<file path="config.mk">
export PLATFORM = sky130hd
export DESIGN_NAME = cache_refill_arbiter
export DESIGN_NICKNAME = d
export VERILOG_FILES = /design/src/rtl/cache_refill_arbiter.sv
export SDC_FILE = /design/constraint.sdc
export NUM_CORES = 1
export LEC_CHECK = 0
export ABC_CLOCK_PERIOD_IN_PS = 4160
export BUFFER_PORTS_ARGS = -buffer_cell sky130_fd_sc_hd__clkbuf_2
export CAP_MARGIN = 20
export CORE_AREA = 5 5 252 254
export CTS_CLUSTER_SIZE = 20
export DETAILED_ROUTE_END_ITERATION = 8
export DIE_AREA = 0 0 257 259
export MAX_ROUTING_LAYER = met4
export PLACE_DENSITY_LB_ADDON = 0.3
export SLEW_MARGIN = 10
export SYNTH_ARGS = -nofsm -noshare
export SYNTH_HDL_FRONTEND = slang
export SYNTH_SLANG_ARGS = --single-unit
</file>
<file path="constraint.sdc">
create_clock -name clk -period 4.16 [get_ports clk]
set_input_delay 0 -clock clk [delete_from_list [all_inputs] [get_ports clk]]
set_output_delay 0 -clock clk [all_outputs]
set_load 0.01 [all_outputs]
</file>
<file path="src/rtl/cache_refill_arbiter.sv">
// Shares one burst-read memory port between icache and dcache line refills.
// Round-robin grant, one aligned 8-beat burst at a time, line assembled per requester.
module cache_refill_arbiter #(
    parameter int ADDR_WIDTH  = 32,
    parameter int BEAT_WIDTH  = 32,
    parameter int LINE_WIDTH  = 256,
    parameter int OFFSET_BITS = 5
) (
    input  logic                  clk,
    input  logic                  rst_n,
    input  logic                  icache_rd_req,
    input  logic [ADDR_WIDTH-1:0] icache_rd_addr,
    output logic                  icache_ret_valid,
    output logic [LINE_WIDTH-1:0] icache_ret_data,
    input  logic                  dcache_rd_req,
    input  logic [ADDR_WIDTH-1:0] dcache_rd_addr,
    output logic                  dcache_ret_valid,
    output logic [LINE_WIDTH-1:0] dcache_ret_data,
    output logic                  mem_ar_valid,
    input  logic                  mem_ar_ready,
    output logic [ADDR_WIDTH-1:0] mem_ar_addr,
    output logic [7:0]            mem_ar_len,
    input  logic                  mem_r_valid,
    output logic                  mem_r_ready,
    input  logic [BEAT_WIDTH-1:0] mem_r_data,
    input  logic                  mem_r_last,
    output logic                  bus_err
);

    localparam int BEATS = LINE_WIDTH / BEAT_WIDTH;
    localparam int CNT_W = $clog2(BEATS);
    localparam logic [CNT_W-1:0] LAST_CNT = CNT_W'(BEATS - 1);
    localparam logic [ADDR_WIDTH-1:0] ALIGN_MASK =
        {{(ADDR_WIDTH - OFFSET_BITS){1'b1}}, {OFFSET_BITS{1'b0}}};

    typedef enum logic [1:0] {IDLE, ADDR, DATA, RESP} state_t;
    typedef enum logic {OWN_ICACHE, OWN_DCACHE} owner_t;

    state_t                state, state_next;
    owner_t                owner, last_grant, grant_sel;
    logic                  grant_any;
    logic [ADDR_WIDTH-1:0] grant_addr;
    logic [ADDR_WIDTH-1:0] addr_q;
    logic [CNT_W-1:0]      cnt;
    logic                  beat_fire;
    logic                  len_error;
    logic [LINE_WIDTH-1:0] iline, dline;

    // On a conflict the requester that did not win last time gets the port.
    always_comb begin
        grant_any = icache_rd_req | dcache_rd_req;
        if (icache_rd_req && dcache_rd_req)
            grant_sel = (last_grant == OWN_ICACHE) ? OWN_DCACHE : OWN_ICACHE;
        else if (dcache_rd_req)
            grant_sel = OWN_DCACHE;
        else
            grant_sel = OWN_ICACHE;
        grant_addr = (grant_sel == OWN_DCACHE) ? dcache_rd_addr : icache_rd_addr;
    end

    always_comb begin
        state_next       = state;
        mem_ar_valid     = 1'b0;
        mem_r_ready      = 1'b0;
        icache_ret_valid = 1'b0;
        dcache_ret_valid = 1'b0;
        case (state)
            IDLE: if (grant_any) state_next = ADDR;
            ADDR: begin
                mem_ar_valid = 1'b1;
                if (mem_ar_ready) state_next = DATA;
            end
            DATA: begin
                mem_r_ready = 1'b1;
                if (mem_r_valid && mem_r_last) state_next = RESP;
            end
            RESP: begin
                icache_ret_valid = (owner == OWN_ICACHE);
                dcache_ret_valid = (owner == OWN_DCACHE);
                state_next       = IDLE;
            end
            default: state_next = IDLE;
        endcase
    end

    // A burst is malformed if last lands early or the counter wraps without last.
    assign beat_fire = (state == DATA) && mem_r_valid;
    assign len_error = beat_fire && (mem_r_last ? (cnt != LAST_CNT) : (cnt == LAST_CNT));

    assign mem_ar_addr     = addr_q;
    assign mem_ar_len      = 8'(BEATS - 1);
    assign icache_ret_data = iline;
    assign dcache_ret_data = dline;

    always_ff @(posedge clk or negedge rst_n) begin
        if (!rst_n) begin
            state      <= IDLE;
            owner      <= OWN_ICACHE;
            last_grant <= OWN_ICACHE;
            addr_q     <= '0;
            cnt        <= '0;
            iline      <= '0;
            dline      <= '0;
            bus_err    <= 1'b0;
        end else begin
            state <= state_next;
            if (state == IDLE && grant_any) begin
                owner      <= grant_sel;
                last_grant <= grant_sel;
                addr_q     <= grant_addr & ALIGN_MASK;
            end
            if (beat_fire) begin
                if (owner == OWN_ICACHE)
                    iline[BEAT_WIDTH*int'(cnt) +: BEAT_WIDTH] <= mem_r_data;
                else
                    dline[BEAT_WIDTH*int'(cnt) +: BEAT_WIDTH] <= mem_r_data;
                cnt <= mem_r_last ? '0 : cnt + 1'b1;
            end
            if (len_error) bus_err <= 1'b1;
        end
    end

endmodule

</file>
# ---- Word-level counts from Yosys, hierarchy flattened
# Cells that the tools add are included.
dict set report totals {
  ramBits 0
  mem_bits_ro 0
  out_inout_bits 557
  latch_bits 0
  word_cells 46
  ff_bits 546
  mem_count 0
}
dict set report op_classes {
  add_sub_neg 2
  multipliers 0
  div 0
  muxes 16
  bitwise_logic 2
  shifts 2
  n_reduce_logical 9
  magnitude_cmp 0
  n_eq_ne 8
}
# operator n
set ops {}
lappend ops {{$bwmux W256} 2}
lappend ops {{$shift A32 B33 Y256 const A} 1}
lappend ops {{$shiftx A32 B33 Y256} 1}
lappend ops {{$neg A8 Y33} 1}
lappend ops {{$mux W32} 1}
lappend ops {{$mux W1} 8}
lappend ops {{$pmux W2 S4} 1}
lappend ops {{$mux W2} 3}
lappend ops {{$ne A2 B2 Y1 const B} 3}
lappend ops {{$logic_and A1 B1 Y1} 5}
lappend ops {{$eq A2 B2 Y1 const B} 2}
lappend ops {{$reduce_and A2 Y1} 2}
lappend ops {{$add A3 B1 Y3 const B} 1}
lappend ops {{$eq A3 B3 Y1 const B} 1}
lappend ops {{$mux W3} 1}
lappend ops {{$ne A3 B3 Y1 const B} 1}
lappend ops {{$reduce_and A3 Y1} 1}
lappend ops {{$eq A2 B1 Y1 const B} 1}
lappend ops {{$logic_not A2 Y1} 1}
lappend ops {{$not A1 Y1} 1}
lappend ops {{$or A1 B1 Y1} 1}

# ---- Longest topological paths before layout
# Gate-level depths: netlist of the first run.
dict set report depth {
  depth_word 3
  depth_mapped 11
}

# ---- Worst setup path after synthesis of the first run
# Ideal clock, no wire load.
dict set report synth_path {
  kind {register -> register}
  start {reg cnt[0]}
  end {reg iline[19], in the netlist icache_ret_data[19]}
  path_slack_ns 1.226
  t_arrival_ns 2.809
  path_stages_with_launch 11
  setup_ns 0.125
  period_less_slack_ns 2.934
  required_ns 4.035
  cell_sequence {dfrtp_1 -> clkbuf_1 -> clkbuf_1 -> inv_1 -> ha_1 -> ha_1 -> buf_6 -> nor3b_1 -> nand3_4 -> buf_6 -> mux2_4}
}
dict set report synth_via {
  elab_chain_len 3
}
# item line_no
set synth_lines {}
lappend synth_lines {{from (decl)} 44} ;# logic [CNT_W-1:0] cnt;
lappend synth_lines {{from (signal assigned)} 117} ;# cnt <= mem_r_last ? '0 : cnt + 1'b1;
lappend synth_lines {{$neg A8 Y33 *} 114} ;# iline[BEAT_WIDTH*int'(cnt) +: BEAT_WIDTH] <= mem_r_data;
lappend synth_lines {{$shiftx A32 B33 Y256 / $shift A32 B33 Y256 (equally long branches)} 114}
lappend synth_lines {{$bwmux W256 *} 114}
lappend synth_lines {{to (signal, indexed assignment)} 114}
lappend synth_lines {{to (decl)} 47} ;# logic [LINE_WIDTH-1:0] iline, dline;
# Every way passes the cells marked *; elsewhere a longest branch is shown, timed or not.
# A chain may end at the register's enable or synchronous reset.

# ---- Worst setup path after layout of the first run
dict set report layout_path {
  start {reg cnt[1]}
  end {reg iline[17], in the netlist icache_ret_data[17]}
}
# The elaborated chain is that of the path after synthesis.

==> metrics, run 1 <==
Synth Warn # 0; CTS tree done; first-pass GRT wire length around 110000 um; clock tree root driver cell clkbuf_16; Int Power about 11 mW; Final Cycle Share 0.7583; Row Count about 90; M2 GR Usage 0.3925; CTS Buf Count 57; Critical Path Source Type register; logic gate share of total power 0.286; total grt overflow 0; Final setup viols 0; Critical Path RT around 4.7 ns; commonest non-fill, non-tap cell in the layout clkbuf_2; fmax approximately 320 MHz; post-detail-place hpwl between 50000 and 60000 um; initial antenna violation count 8; synthesized cell area approximately 22000 sq um; worst skew pair latency 0.62 ns; Vias/cell about 5; met3 Use GR 0.06245; Synth cell types 41; CP Capture Type register; switching share of power 0.3424; cells on worst reg2reg path 7; Flop pwr share 0.408; normalized max-slew margin 0.3139; Total GRT Usage 0.2283; share of cells above drive strength 1 0.5322; Setup TNS 0 ns; reg-to-reg slack, setup 1.01 ns; max-slew violations 0; number of vias in the routed layout 15460; Hold WC Path Type primary input to async pin; post-synthesis sequential area ratio 0.6117; drt total wl ~76000 um; Max Buffers Root-to-Sink 3; layer with the highest usage met2; I/O pins 660; RD Place Congestion 0.8733; TritonRoute pass-1 iters 5; Worst R2R End icache_ret_data[17]; P_sw 5.634 mW; post-route clock skew 0.01968 ns; input/output buffers 636; ANT nets after route 0; launching point of the worst reg2reg path cnt[1]; start point of the critical path cnt[1]; max-capacitance violation count 0; Slew @ Worst Pin 1.028 ns; Power per Cell Area about 560 nW/um^2; H-tree lvl count 2; Synth Register Bits ~550; Nets roughly 2400; Final Hold Fails 0; met1 Track Usage GR 0.2666; starting density of the core 0.3660; outcome complete, no violations; vias in the first global route roughly 17000; drt drc 0; core area 61030 sq um; largest net degree at the start of global routing 112; Syn Inst Count roughly 1500; leading cell types in the layout, fill and taps excluded clkbuf_2, dfrtp_1, mux2_2, dlygate4sd3_1, mux2i_1; hold_ws 0.03800 ns; CP arrival around 3.7 ns; die area about 67000 sq um; DIE WIDTH approximately 260 um; power share of the clock group 0.306; fin crit period around 3.2 ns; Die Span Y ~260 um; area grow syn2layout 30.53%; Clk pin slew, worst setup/hold paths about 0.060 ns; Syn Area/Cell approximately 15 sq um; DR WL/cell around 25 um; Leak Pwr roughly 16 nW; Max Fanout on Critical Path 32; peak supply drop between 0.3 and 0.4 mV; CTS Sinks between 500 and 600; unrepaired setup endpoints after global routing no; CTS resizes 0; kind of critical path register to register; initial DRC count 691
==> per-layer routing <==
layer	routed length [um]	vias to the layer above
met1	29780	8046
met4	1998	0
met5	0	-
li1	-	6787
met3	5056	124
met2	39080	503
==> worst max path at each step <==
stage	end	slack (ns)	depth (start not counted)
after CTS	dcache_ret_data[27]	0.96	7
after global routing	icache_ret_data[139]	0.85	8
after detailed placement	dcache_ret_data[27]	0.99	7
after floorplan	icache_ret_data[19]	1.23	10
final	icache_ret_data[17]	1.01	7
after global placement	dcache_ret_data[86]	1.05	6
==> cells in the mapped netlist <==
master    instances  area, sq um
dfrtp_1         546        13660
mux2_2          439         4943
mux2i_1          91        910.9
inv_1            70        262.8
and3_1           65        406.6
and2_1           49        306.5
nand4_1          32        200.2
nand2_1          31        116.4
buf_2            29        145.1
o21ai_0          29        145.1
clkbuf_1         28        105.1
buf_6            25        281.5
buf_4            16        120.1
ha_1             12        150.1
mux2_1            7        78.83
nand3_1           7        35.03
mux2_4            4        60.06
nor2_1            4        15.01
nor3b_1           3        22.52
nor4b_2           3        45.04
nor4b_4           3        71.32
and3b_1           2        17.52
conb_1            2        7.510
nand2b_1          2        12.51
nand3_4           2        35.03
nor2b_1           2        12.51
nor4_4            2        42.54
or2_2             2        12.51
a21boi_0          1        7.510
a21oi_1           1        5.000
a222oi_1          1        10.01
a22o_1            1        8.760
a31oi_1           1        6.260
nand3b_2          1        11.26
nor3_4            1        16.27
o21ai_1           1        5.000
o21bai_1          1        7.510
o31a_1            1        8.760
o32a_1            1        10.01
or2b_1            1        7.510
xnor2_1           1        8.760
==> power by group through the flow <==
| stage | sequential, mW | combinational (mW) | clock [mW] |
|---|---|---|---|
| floorplan | 7.10 | 2.03 | 0 |
| global placement | 6.74 | 4.52 | 0 |
| detailed placement | 6.78 | 4.62 | 0 |
| CTS | 6.70 | 4.76 | 5.16 |
| global route | 6.81 | 5.11 | 5.37 |
| finish | 6.71 | 4.71 | 5.04 |
==> cells by family (layout without fill, tap and decap cells) <==
group	Yosys count	after routing	synth area share
AND/OR/NAND/NOR	212	212	0.06206
XOR/XNOR	1	1	0.0003922
other	2	16	0.0003362
adder cells (fa/ha/maj)	12	12	0.006721
buffers and inverters	168	937	0.04095
multiplexers	541	541	0.2683
flip-flops	546	546	0.6117
AO/OA/AOI/OAI	38	38	0.009578
==> registers in the layout (all words and copies together), names as in the netlist <==
signal	flops
dcache_ret_data	256
state	2
bus_err	1
cnt	3
mem_ar_addr	27
icache_ret_data	256
last_grant	1
==> metrics by stage <==
| stage | power, mW | util | instances | worst slack (ns) | area, sq um |
|---|---|---|---|---|---|
| finish | 16.45 | 0.4778 | 3093 | 1.005 | 29160 |
| global route | 17.28 | 0.4778 | 3093 | 0.8540 | 29160 |
| CTS | 16.62 | 0.4768 | 3088 | 0.9576 | 29100 |
| detailed placement | 11.39 | 0.4311 | 2889 | 0.9946 | 26310 |
| global placement | 11.25 | 0.4311 | 2889 | 1.054 | 26310 |
| floorplan | 9.130 | - | 1531 | 1.226 | 22380 |
==> final cells by class <==
cell class / count / area (sq um)
Multi-Input combinational cell: 817 / 7900
Antenna cell: 3 / 7.507
Inverter: 70 / 262.8
Timing Repair Buffer: 762 / 4489
Clock inverter: 18 / 206.4
Sequential cell: 546 / 13660
Clock buffer: 87 / 1639
Fill cell: 5422 / 31870
Tap cell: 790 / 988.4
==> critical path, stage by stage, from the launching register on <==
cell     delay [ns]
dfrtp_1        0.50
inv_1          0.11
ha_2           0.19
ha_1           0.29
buf_4          0.21
nor3b_1        0.55
nand3_4        0.62
mux2_2         0.52
==> repair_timing <==
action / CTS / global route
hold buffers: 94 / 0
endpoints found under the hold margin: 269 / 0
buffers inserted: 0 / 0
endpoints found under the setup margin: 0 / 0
No activity file was read; power rests on OpenSTA's default activity.
==> run 2: changes to the inputs <==
--- a/config.mk
+++ b/config.mk
@@ -5,13 +5,14 @@
 export SDC_FILE = /design/constraint.sdc
 export NUM_CORES = 1
 export LEC_CHECK = 0
-export ABC_CLOCK_PERIOD_IN_PS = 4160
+export ABC_CLOCK_PERIOD_IN_PS = 2600
 export BUFFER_PORTS_ARGS = -buffer_cell sky130_fd_sc_hd__clkbuf_2
 export CAP_MARGIN = 20
-export CORE_AREA = 5 5 252 254
+export CORE_ASPECT_RATIO = 0.5
+export CORE_MARGIN = 5
+export CORE_UTILIZATION = 47
 export CTS_CLUSTER_SIZE = 20
 export DETAILED_ROUTE_END_ITERATION = 8
-export DIE_AREA = 0 0 257 259
 export MAX_ROUTING_LAYER = met4
 export PLACE_DENSITY_LB_ADDON = 0.3
 export SLEW_MARGIN = 10
==> constraint.sdc (replaced) <==
create_clock -name clk -period 2.6 [get_ports clk]
set_input_delay 0 -clock clk [delete_from_list [all_inputs] [get_ports clk]]
set_output_delay 0 -clock clk [all_outputs]
set_load 0.01 [all_outputs]
==> metrics, run 2 (synthesized netlist as in run 1, its figures left out) <==
share of cells above drive strength 1 0.5371; post-detail-place hpwl 48840 um; vias in the first global route around 16000; max-slew violations 0; Clk pin slew, worst setup/hold paths 0.06 ns; DIE WIDTH between 300 and 400 um; Critical Path Source Type register; initial DRC count approximately 900; first-pass GRT wire length between 100000 and 150000 um; switching share of power 0.3414; ANT nets after route 0; normalized max-slew margin 0.4132; max-capacitance violation count 0; H-tree lvl count 2; fill cell count ~3600; Final Hold Fails 0; Nets 2383; post-route clock skew roughly 0.012 ns; Hold WC Path Type primary input to register; total grt overflow 0; CP max stage cell ha_1; initial antenna violation count 2; Final Cycle Share 0.9451; Setup TNS 0 ns; max incr delay on CP 0.43 ns; fin area around 29000 sq um; unrepaired setup endpoints after global routing no; area grow syn2layout 30.58%; clock tree root driver cell clkbuf_16; RD Place Congestion around 0.83; Slew @ Worst Pin ~0.88 ns; Leak Pwr 15.89 nW; die area ~52000 sq um; Critical Path RT between 3 and 4 ns; Power per Cell Area 890.6 nW/um^2; starting density of the core 0.4758; CTS Sinks around 550; P_sw 8.870 mW; hold depth 4; fin crit period around 2.5 ns; CTS Buf Count 50; DP Area around 26000 sq um; largest net degree at the start of global routing 92; Die Span Y 164.2 um; TritonRoute pass-1 iters 5; hold_buf cts 95; Max Buffers Root-to-Sink 3; leading cell types in the layout, fill and taps excluded clkbuf_2, dfrtp_1, mux2_2, dlygate4sd3_1, mux2i_1; commonest non-fill, non-tap cell in the layout clkbuf_2; Vias/cell approximately 5.2; Overall Power 25.98 mW; CTS tree done; drt total wl between 60000 and 70000 um; peak supply drop 0.7229 mV; cells on worst reg2reg path 7; Int Power 17.11 mW; core area about 47000 sq um; Final setup viols 0; CP Capture Type register; drt drc 0; number of vias in the routed layout around 15000; Post-CTS Setup Bufs 0; worst skew pair latency ~0.58 ns; fmax roughly 410 MHz; worst path cell trace inv_1 -> ha_2 -> ha_1 -> o31a_1 -> nand3_2 -> buf_12 -> mux2_2; input/output buffers 636; Row Count 56; Total GRT Usage 0.2643; kind of critical path register to register; Max Fanout on Critical Path 25; outcome complete, no violations; logic gate share of total power 0.299; DR WL/cell between 20 and 25 um; CTS resizes 0; Flop pwr share 0.410; CP arrival between 2 and 3 ns; power share of the clock group 0.291; I/O pins 660
-- run 2: cell types whose count changed in the layout (fill, tap and decap cells not counted), sizes merged --
cell / previous run / this run
buf: 33 / 53
bufinv: 3 / 1
clkbuf: 722 / 715
clkinv: 10 / 7
clkinvlp: 3 / 1
diode: 3 / 1
dlygate4sd3: 94 / 95
-- run 2: stage by stage --
stage	setup WS, ns	utilization	instances	hold WS, ns
after floorplan	0.03029	-	1531	-0.2956
after global placement	0.2218	0.5642	2757	0.003360
after detailed placement	0.1699	0.5642	2757	0.002894
after CTS	0.1529	0.6206	2943	0.004733
after global routing	0.02873	0.6213	2946	0.2760
final	0.1427	0.6213	2946	0.2684
-- run 2: critical path, delay by kind of cell (launching register included) --
kind	cells	cell delay, ns
flip-flops	1	0.35
adder cells (fa/ha/maj)	2	0.61
multiplexers	1	0.29
buffers and inverters	2	0.35
AND/OR/NAND/NOR	1	0.33
AO/OA/AOI/OAI	1	0.39
-- run 2: path summary, 6_finish.rpt --
check                                        from                    to  slack (ns)
worst max-delay path                       cnt[1]   dcache_ret_data[49]        0.14
worst min-delay path            dcache_rd_addr[7]        mem_ar_addr[7]        0.27
worst max register to register             cnt[1]   dcache_ret_data[49]        0.14
worst min register to register    mem_ar_addr[22]       mem_ar_addr[22]        0.48
max in group asynchronous                   rst_n    icache_ret_data[1]        1.21
min in group asynchronous                   rst_n  dcache_ret_data[193]        0.50
-- run 2: power by group through the flow --
stage	clock [mW]	combinational [mW]	sequential [mW]
floorplan	0	3.34	11.4
global placement	0	7.44	10.7
detailed placement	0	7.57	10.8
CTS	7.71	7.80	10.6
global route	8.11	8.33	10.8
finish	7.56	7.78	10.6
-- run 2: metal layers --
metal | GRT usage | part of all wire | vias up
li1 | - | - | 6779
met1 | 0.3138 | 0.39 | 7983
met2 | 0.4655 | 0.53 | 386
met3 | 0.03091 | 0.032 | 181
met4 | 0.1112 | 0.051 | 0
met5 | - | 0 | -
-- run 2: layout make-up --
cell class,count,area (sq um),share of cell area
clock buffers,80,1588,0.05444
diodes,1,2.502,0.00008579
multi-input cells,817,7919,0.2715
repair buffers,783,4835,0.1658
flip-flops and latches,546,13660,0.4684
well taps,638,798.3,0.02737
clock inverters,11,100.1,0.003432
inverters,70,262.8,0.009008
